==> config.mk <==
export PLATFORM = sky130hd
export DESIGN_NAME = mux8_rr_arbiter
export DESIGN_NICKNAME = d
export VERILOG_FILES = /design/src/rtl/mux8_rr_arbiter.sv
export SDC_FILE = /design/constraint.sdc
export NUM_CORES = 1
export LEC_CHECK = 0
export CAP_MARGIN = 20
export CORE_ASPECT_RATIO = 0.75
export CORE_MARGIN = 10
export CORE_UTILIZATION = 55
export DETAILED_ROUTE_END_ITERATION = 16
export PLACE_DENSITY = 0.8
export SLEW_MARGIN = 40
export SYNTH_ARGS = -nofsm -noshare
export SYNTH_HDL_FRONTEND = slang
export SYNTH_SLANG_ARGS = --single-unit
export TNS_END_PERCENT = 50
==> constraint.sdc <==
create_clock -name clk -period 4.6 [get_ports clk]
set_input_delay 0.92 -clock clk [delete_from_list [all_inputs] [get_ports clk]]
set_output_delay 0.92 -clock clk [all_outputs]
set_load 0.01 [all_outputs]
==> src/rtl/mux8_rr_arbiter.sv <==
// Round-robin arbiter driving the select and one-hot grant of a shared 8:1 mux.
// Define ARB_TIMEOUT_EN to force release of a grant held for MAX_HOLD cycles.
module mux8_rr_arbiter #(
    parameter int unsigned N_REQ    = 8,
    parameter int unsigned SEL_W    = $clog2(N_REQ),
    parameter int unsigned MAX_HOLD = 16
) (
    input  logic             clk,
    input  logic             rst_n,
    input  logic [N_REQ-1:0] req,
    output logic [N_REQ-1:0] gnt,
    output logic [SEL_W-1:0] sel,
    output logic             sel_vld,
    output logic             timeout
);

    if (N_REQ != 8 || SEL_W != 3 || MAX_HOLD < 2) begin : g_bad_cfg
        $error("mux8_rr_arbiter: N_REQ must be 8, SEL_W 3, MAX_HOLD >= 2");
    end

    typedef enum logic {
        IDLE  = 1'b0,
        GRANT = 1'b1
    } state_t;

    state_t            state_q, state_d;
    logic [SEL_W-1:0]  ptr_q, ptr_d;
    logic [N_REQ-1:0]  gnt_q, gnt_d;
    logic [SEL_W-1:0]  sel_q, sel_d;
    logic              sel_vld_q, sel_vld_d;

    logic              win_found;
    logic [SEL_W-1:0]  win_idx;
    logic [SEL_W-1:0]  cand;
    logic              expire;

`ifdef ARB_TIMEOUT_EN
    localparam int unsigned HOLD_W = $clog2(MAX_HOLD) + 1;

    logic [HOLD_W-1:0] hold_q, hold_d;
    logic              timeout_q, timeout_d;

    assign expire  = (hold_q == HOLD_W'(MAX_HOLD - 1));
    assign timeout = timeout_q;

    // Counter parks at zero while idle, so it is already clear on entering GRANT.
    always_comb begin
        hold_d    = hold_q;
        timeout_d = 1'b0;
        if (state_q == IDLE) begin
            hold_d = '0;
        end else if (req[sel_q] && expire) begin
            timeout_d = 1'b1;
        end else begin
            hold_d = hold_q + HOLD_W'(1);
        end
    end

    always_ff @(posedge clk or negedge rst_n) begin
        if (!rst_n) begin
            hold_q    <= '0;
            timeout_q <= 1'b0;
        end else begin
            hold_q    <= hold_d;
            timeout_q <= timeout_d;
        end
    end
`else
    assign expire  = 1'b0;
    assign timeout = 1'b0;
`endif

    always_comb begin
        win_found = 1'b0;
        win_idx   = '0;
        cand      = '0;
        for (int unsigned k = 0; k < N_REQ; k++) begin
            cand = ptr_q + SEL_W'(k);
            if (!win_found && req[cand]) begin
                win_found = 1'b1;
                win_idx   = cand;
            end
        end
    end

    always_comb begin
        state_d   = state_q;
        ptr_d     = ptr_q;
        gnt_d     = gnt_q;
        sel_d     = sel_q;
        sel_vld_d = sel_vld_q;
        unique case (state_q)
            IDLE: begin
                if (win_found) begin
                    state_d          = GRANT;
                    gnt_d            = '0;
                    gnt_d[win_idx]   = 1'b1;
                    sel_d            = win_idx;
                    sel_vld_d        = 1'b1;
                end
            end
            GRANT: begin
                // Owner dropping req and hold expiry release the same way; sel keeps the last owner.
                if (!req[sel_q] || expire) begin
                    state_d   = IDLE;
                    gnt_d     = '0;
                    sel_vld_d = 1'b0;
                    ptr_d     = sel_q + SEL_W'(1);
                end
            end
            default: begin
                state_d = IDLE;
            end
        endcase
    end

    always_ff @(posedge clk or negedge rst_n) begin
        if (!rst_n) begin
            state_q   <= IDLE;
            ptr_q     <= '0;
            gnt_q     <= '0;
            sel_q     <= '0;
            sel_vld_q <= 1'b0;
        end else begin
            state_q   <= state_d;
            ptr_q     <= ptr_d;
            gnt_q     <= gnt_d;
            sel_q     <= sel_d;
            sel_vld_q <= sel_vld_d;
        end
    end

    assign gnt     = gnt_q;
    assign sel     = sel_q;
    assign sel_vld = sel_vld_q;

endmodule

==> results of run 1 <==
synthesized netlist by cell type, types with 2 or more instances:
master	n	share of area, %
o21a_1	2	0.91
o22ai_1	2	0.75
clkbuf_1	4	0.91
buf_4	3	1.4
nor2_1	8	1.8
a211oi_1	4	1.8
mux2i_1	7	4.2
nor3_1	2	0.60
a21oi_1	7	2.1
o41ai_1	4	2.1
ha_1	3	2.3
buf_2	3	0.91
dfrtp_1	16	24
o21ai_0	13	3.9
buf_6	2	1.4
inv_1	4	0.91
nand2_1	17	3.8
mux2_2	8	5.4
nor2b_1	2	0.75
nand2b_1	2	0.75
nand3_1	10	3.0
xnor2_1	2	1.1
o31ai_1	5	2.3
mux4_2	13	18
nand4b_1	2	1.1
o21ai_1	2	0.60
and2_1	2	0.75
per-stage QoR:
| step | cells | cell area (um2) |
|---|---|---|
| CTS | 223 | 1889 |
| detailed placement | 220 | 1848 |
| finish | 223 | 1889 |
| global route | 223 | 1889 |
| global placement | 220 | 1848 |
| floorplan | 172 | 1658 |
sequential cells by signal, indices dropped and copies added, names as in the netlist:
signal and cells:
state_q 1, sel 3, gnt 8, sel_vld 1, ptr_q 3
metal layers:
metal	share of wire (%)	GRT usage, %
met4	1.0	4.025
met2	46	22.69
met1	43	21.68
met5	0	0
met3	10	4.207
path summary, 6_finish.rpt:
| path | slack [ns] | end | startpoint |
|---|---|---|---|
| min | 0.47 | sel_vld | sel_vld |
| max reg2reg | 0.81 | gnt[1] | ptr_q[1] |
| min reg2reg | 0.47 | sel_vld | sel_vld |
| min in group asynchronous | 1.08 | state_q | rst_n |
| max | 0.81 | gnt[1] | ptr_q[1] |
| max in group asynchronous | 3.08 | gnt[3] | rst_n |
critical path: stages (launching register included):
cell      delay [ns]
dfrtp_1         0.60
inv_2           0.20
ha_1            0.63
mux2_2          0.41
mux4_2          0.56
a221oi_1        0.32
a211oi_1        0.08
a211oi_1        0.37
o21ai_1         0.21
o41ai_1         0.28
cells by family after synthesis:
kind of cell | after synthesis | share of synthesized area (%)
flip-flops | 16 | 24.15
multiplexers | 29 | 28.15
other | 1 | 0.2262
adder cells (fa/ha/maj) | 3 | 2.264
XOR/XNOR | 3 | 1.585
AO/OA/AOI/OAI | 52 | 21.66
AND/OR/NAND/NOR | 51 | 16.30
buffers and inverters | 17 | 5.659
power breakdown:
| part | switching, W | internal (W) | leakage [nW] |
|---|---|---|---|
| Clock | 0.0000473 | 0.0000582 | 0.0216 |
| Sequential | 0.0000786 | 0.000200 | 0.206 |
| Combinational | 0.000716 | 0.000542 | 0.508 |
| Total | 0.000842 | 0.000800 | 0.736 |
area by class of cell:
class                      count  area [um2]
clock buffer                   3       41.29
fill                         222        1025
inverter                       5       18.77
multi-input combinational    139        1164
sequential                    16       400.4
tap                           38       47.55
timing repair buffer          22       217.7
==> out/metrics.yaml, run 1 <==
drt_pre_antenna_iters: 5
power.density_mw_per_mm2: 869.3
route.detailed.vias_per_inst: 6.879
setup_viol: 0
yosysUniqueCellTypes: 50
min_period_ns: 3.793
postRouteAntennaNets: 0
overall_global_routing_usage_pct: 15.40
async_reset_ff_share_pct: 100.0
timing.clock.skew_ns: 0.007987
min-delay-path-class: "reg -> reg"
worst_tran_pin_value_ns: 0.6840
critPathKind: "reg -> reg"
design.final.nets: 200
wl_per_cell_um: 20.12
drive_gt1_share_pct: 17.30
setup.worst_path.start_class: "flip-flop"
grt_first_pass_wirelength_um: 7127
yosysWarnings: 0
worst_skew_pair.late_latency_ns: 0.26
fmax_achieved_mhz: 263.6
place.port_buffers: 21
static_leakage_nw: 0.7356
synth.ff_latch_count: 16
h_tree_lvl_count: 1
tritoncts_clock_tree: "yes"
pin_count: 23
synth_flop_cell: "dfrtp_1"
p_total_w: 0.001642
path_max_fanout: 13
required_ns: 4.74
ir_worst_vdd_mv: 0.4673
start_util_pct: 56.89
cts_buffers: 3
run_status: "complete, no violations"
num_antenna_cells: 0
detail_route.wirelength_um: 4486
ctsHoldBuffers: 0
grt_pass1_vias: 1378
fin_worst_hold_slack_ns: 0.4720
layout_commonest_cell: "clkdlybuf4s50_1"
final_critical_path_setup_slack_ns: 0.8067
clock_sink_count: 16
mostFrequentLayoutCells: "clkdlybuf4s50_1, nand2_1, dfrtp_1"
synth_edf_count: 0
syn_avg_cell_area_um2: 9.639
globalplace.congestion: 1.007
postCtsResizedCells: 0
dieWidth_um: 83.40
timing.setup.tns_ns: 0
route.vias.total: 1534
clkSlewWorstSetupHoldPaths_ns: 0.06
synthCells: 172
critical_path.endpoint_type: "flip-flop"
place_hpwl_um: 3481
drtIter0Drc: 215
antenna_found_initial: 0
root_buffer_master: "clkbuf_8"
grt_max_degree: 24
die_height_um: 67.55
synth-seq-area-share_pct: 24.15
syn_area_mm2: 0.001658
mappedNetlistNets: 185
rsz_0062_raised_after_global_routing: "no"
dieArea_mm2: 0.005633
grt_overflow_total: 0
cts_setup_buffers: 0
post_layout_utilization_of_the_core_pct: 64.83
reg2regPathDepth: 9
cap_violations: 0
core_mm2: 0.002914
critical_path_arrival_ns: 3.93
timing.final.crit_share_pct: 82.46
clockBufferDepth: 2
drt_drc_violations_left: 0
drv_slew: 0
pre_cts_ws_ns: 0.7715
layout-area-overhead-vs-synth_pct: 13.96
core.rowCount: 17
maxSlewHeadroom_pct: 54.26
timing.final.hold_violations: 0
worstHoldPathCells: 2
No activity file was read; power rests on OpenSTA's default activity.
==> inputs of run 2 (changes only) <==
- clock period: 4.6 -> 3.65 ns (I/O delays scaled with it)
==> run 2 against run 1 <==
  * Sequential share of layout area down 0.77 points
  * Flip-flop and latch count unchanged
  * Worst hold slack better by 0.0040 ns
  * Final cell count up 3.1%
  * Wire length up 1.0%
  * Combinational power up 31%
  * Total power up 30%
  * First-iteration DRC count down 4.7%
==> out/metrics.yaml, run 2 (same netlist as run 1, synthesis figures left out) <==
run_status: "complete, no violations"
rsz_0062_raised_after_global_routing: "no"
grt_overflow_total: 0  # unchanged
antenna_found_initial: 0  # unchanged
layout_commonest_cell: "clkdlybuf4s50_1"
required_ns: 3.78  # -0.96 ns
core.rowCount: 17  # unchanged
drtIter0Drc: 205  # -4.7%
fin_worst_hold_slack_ns: 0.4760  # +0.004004 ns
cts_buffers: 3  # unchanged
grt_use_met3_pct: 3.966  # -0.24 points
worst_tran_pin_value_ns: 0.7220  # +0.03803 ns
pwr-share-clk_pct: 7.3  # +0.9 points
grt_first_pass_wirelength_um: 7755  # +8.8%
design.final.nets: 206  # +3.0%
path_max_fanout: 9  # -4
p_total_w: 0.002139  # +30%
timing.clock.skew_ns: 0.002228  # -0.005759 ns
drt_pre_antenna_iters: 4  # -1
die_height_um: 67.55  # unchanged
grt_max_degree: 24  # unchanged
cap_violations: 0  # unchanged
power_switching_w: 0.001063  # +26%
clock_sink_count: 16  # unchanged
mostFrequentLayoutCells: "clkdlybuf4s50_1, nand2_1, dfrtp_1"
min_period_ns: 3.375
timing.setup.tns_ns: 0  # unchanged
dieWidth_um: 83.40  # unchanged
num_antenna_cells: 0  # unchanged
worst_skew_pair.late_latency_ns: 0.25  # about the same
comb_power_share_pct: 77.0  # +0.4 points
clkSlewWorstSetupHoldPaths_ns: 0.06  # about the same
postCtsResizedCells: 0  # unchanged
place_hpwl_um: 3481  # about the same
route.detailed.vias_per_inst: 6.735  # -2.1%
tritoncts_clock_tree: "yes"
setup.worst_path.start_class: "primary input"
root_buffer_master: "clkbuf_8"
drt_drc_violations_left: 0  # unchanged
pre_cts_ws_ns: 0.01105  # -0.7604 ns
cts_setup_buffers: 0  # unchanged
critPathKind: "in -> reg"
layout-area-overhead-vs-synth_pct: 18.26
globalplace.congestion: 0.9456  # -6.1%
share_seq_of_total_power_pct: 15.7  # -1.3 points
largest_register_ffs: 8  # unchanged
reg2reg_slack_ns: 0.29  # -0.52 ns
drv_slew: 0  # unchanged
setup_viol: 0  # unchanged
static_leakage_nw: 0.7769  # +5.6%
ir_worst_vdd_mv: 0.6877  # +47%
p_int_w: 0.001076  # +35%
fmax_achieved_mhz: 296.3
global_route.usage.met1_pct: 22.52  # +0.83 points
power.density_mw_per_mm2: 1091  # +25%
critical_path.endpoint_type: "flip-flop"
timing.final.hold_violations: 0  # unchanged
post-route-cell-area_mm2: 0.001961  # +3.8%
maxSlewHeadroom_pct: 51.71  # -2.5 points
ctsHoldBuffers: 0  # unchanged
h_tree_lvl_count: 1  # unchanged
pin_count: 23  # unchanged
dieArea_mm2: 0.005633  # unchanged
global_route.peak_usage_layer: "met2"
timing.final.crit_share_pct: 92.48
clockBufferDepth: 2  # unchanged
route.vias.total: 1549  # +0.98%
gr-usage-met2_pct: 25.77  # +3.1 points
drive_gt1_share_pct: 20.31  # +3.0 points
overall_global_routing_usage_pct: 16.28  # +0.88 points
detail_route.wirelength_um: 4532  # +1.0%
grt_pass1_vias: 1480  # +7.4%
postRouteAntennaNets: 0  # unchanged
wl_per_cell_um: 19.70  # -2.0%
start_util_pct: 56.89  # unchanged
switching_share_pct: 49.68  # -1.6 points
place.port_buffers: 21  # unchanged
critical_path_arrival_ns: 3.50  # -0.43 ns
final_critical_path_setup_slack_ns: 0.2746  # -0.5320 ns
core_mm2: 0.002914  # unchanged
min-delay-path-class: "reg -> reg"
dpl-instance-area_mm2: 0.001906  # +3.1%
-- run 2: cell types whose count changed in the layout (fill, tap and decap cells not counted) --
cell	previous run	this run
clkbuf_8	3	4
buf_12	0	1
buf_4	1	6
-- run 2: metal layers --
| layer | part of all wire [%] | vias to the layer above |
|---|---|---|
| li1 | - | 712 |
| met1 | 45 | 756 |
| met2 | 46 | 77 |
| met5 | 0 | - |
| met3 | 8.3 | 4 |
| met4 | 0.57 | 0 |
-- run 2: cell type report --
type / instances / area, um2
Clock buffer: 4 / 55.05
Fill cell: 218 / 953.4
Multi-Input combinational cell: 139 / 1164
Inverter: 5 / 18.77
Sequential cell: 16 / 400.4
Tap cell: 38 / 47.55
Timing Repair Buffer: 28 / 275.3
-- run 2: worst max-delay path, cell delays in order --
cell,delay (ns)
clkdlybuf4s50_1,0.60
mux2_2,0.37
a22o_1,0.23
or4b_4,0.56
a21oi_4,0.24
o211a_1,0.20
o21ai_1,0.17
o41ai_1,0.39
-- run 2: final timing paths --
check | start | to | cells after the start
min in group asynchronous | rst_n | gnt[3] | 1
max reg2reg | ptr_q[1] | gnt[7] | 9
min reg2reg | sel_vld | sel_vld | 2
max | req[4] | gnt[7] | 8
max in group asynchronous | rst_n | ptr_q[2] | 1
min | sel_vld | sel_vld | 2
-- run 2: through the flow --
stage / utilization [%] / cells
4_1_cts: 67.28 / 230
3_5_place_dp: 65.39 / 226
5_1_grt: 67.28 / 230
2_1_floorplan: - / 172
6_report: 67.28 / 230
3_3_place_gp: 65.39 / 226
-- run 2: power groups by stage --
stage	logic [W]	registers (W)	clock network, W
after floorplan	0.00121	0.000329	0
after global placement	0.00158	0.000332	0
after detailed placement	0.00161	0.000336	0
after CTS	0.00163	0.000333	0.000159
after global routing	0.00180	0.000348	0.000169
final	0.00165	0.000335	0.000156
==> variant, RTL diff (settings of run 1) <==
The option `ARB_TIMEOUT_EN` is turned on by a define.
--- a/src/rtl/mux8_rr_arbiter.sv
+++ b/src/rtl/mux8_rr_arbiter.sv
@@ -2,2 +2,4 @@
 // Define ARB_TIMEOUT_EN to force release of a grant held for MAX_HOLD cycles.
+`define ARB_TIMEOUT_EN
+
 module mux8_rr_arbiter #(
Check against the original RTL: same outputs for any inputs over 10 cycles, from zero or initial values and one cycle with rst_n low; that may be too few to reach the edited logic, so the function may still have changed.
==> variant against run 1 <==
- critical path depth is 1 lower
- first-iteration DRC count shrank 19%
- design area grew 15%
- power grew 15%
- global-route usage increased by 0.71 points
- critical path type unchanged
- combinational power up 11%
- area after synthesis grew 13%
- wire length is 7.2% higher
- largest power group unchanged
- via count is 5.8% higher
- sequential cell count increased by 6
- die area is 9.7% higher
- worst setup slack improved by 3.5 ps
==> variant: results <==
group,metric,value,unit
setup_path,slowest_delay,690,ps
timing,finalClockSkew,1.63,ps
detailed_routing,drtIter0Drc,175,
logic_synthesis,yosysSeqAreaShare,29.3,%
layout,drive_gt1_share,17.8,%
layout,final.fill_count,266,
logic_synthesis,yosys-top-cells-area,"dfrtp_1 (29%), mux4_2 (17%), mux2i_1 (5.3%)",
min_path,worstHoldStart,"gnt[0]",
global_route,grt_usage,16.1,%
setup_path,timing.rr.start,"ptr_q[0]",
setup_path,crit_fanout,14,
status,status,"completed",
logic_synthesis,yosys-top-cells-count,"dfrtp_1 (22), nand2_1 (20), mux4_2 (14)",
timing,slew_headroom,49.8,%
detailed_routing,drt_wl_total,4810,um
layout,nets,218,
timing,hold-worst-slack,497,ps
logic_synthesis,yosys_warnings,0,
placement,place_congestion,0.913,
global_route,grt_max_degree,23,
global_route,grt_pass1_vias,1590,
min_path,hold_path_end,"gnt[0]",
placement,dp_hpwl,3720,um
global_route,grt_pass1_wl,8160,um
placement,place_ws,624,ps
logic_synthesis,synth_fp_nets,197,
variant: report_power, final:
group / switching, mW / total, mW / internal (mW)
clock: 0.0593 / 0.136 / 0.0762
combinational: 0.783 / 1.40 / 0.617
sequential: 0.0822 / 0.346 / 0.264
total: 0.924 / 1.88 / 0.957
variant: cell type report:
type	count	area [um2]	share of cell area, %
Timing Repair Buffer	24	230	10.6
Tap cell	40	50.0	2.30
Sequential cell	22	551	25.3
Multi-Input combinational cell	144	1260	58.0
Clock buffer	4	55.1	2.53
Inverter	8	30.0	1.38
variant: worst max-delay path by stage:
stage / startpoint / to / slack (ps) / depth (start not counted)
floorplan: ptr_q[1] / gnt[1] / 1060 / 10
global placement: req[7] / gnt[1] / 650 / 8
detailed placement: req[5] / gnt[1] / 620 / 8
CTS: ptr_q[0] / gnt[1] / 830 / 9
global route: ptr_q[0] / gnt[6] / 600 / 8
finish: ptr_q[0] / gnt[7] / 810 / 8
variant: routing by layer:
metal	global-route usage [%]	up-vias	wire length, um
met4	2.12	0	41
met5	0	-	0
met3	5.61	8	361
met1	20.9	807	2030
met2	25.8	62	2380
li1	-	746	-
variant: worst reg2reg max path, stage by stage (launching register included):
cell and delay (ps):
dfrtp_1 340, inv_1 130, ha_1 690, mux2_2 450
mux4_2 520, o32ai_4 410, o311ai_0 350, a31oi_1 580
a32o_1 260
variant: logic make-up (layout without fill, tap and decap cells):
group	Yosys count	after routing	synth area share, %
simple gates	56	56	14.7
buf+inv	16	36	3.53
compound gates	45	45	19.4
mux	32	32	26.9
fa+ha+maj	5	5	3.33
xor+xnor	6	6	2.80
flops	22	22	29.3
variant: stage by stage:
stage | util [%] | std cells
global placement | 64.7 | 238
detailed placement | 64.6 | 238
floorplan | - | 182
global route | 66.2 | 242
finish | 66.2 | 242
CTS | 66.2 | 242
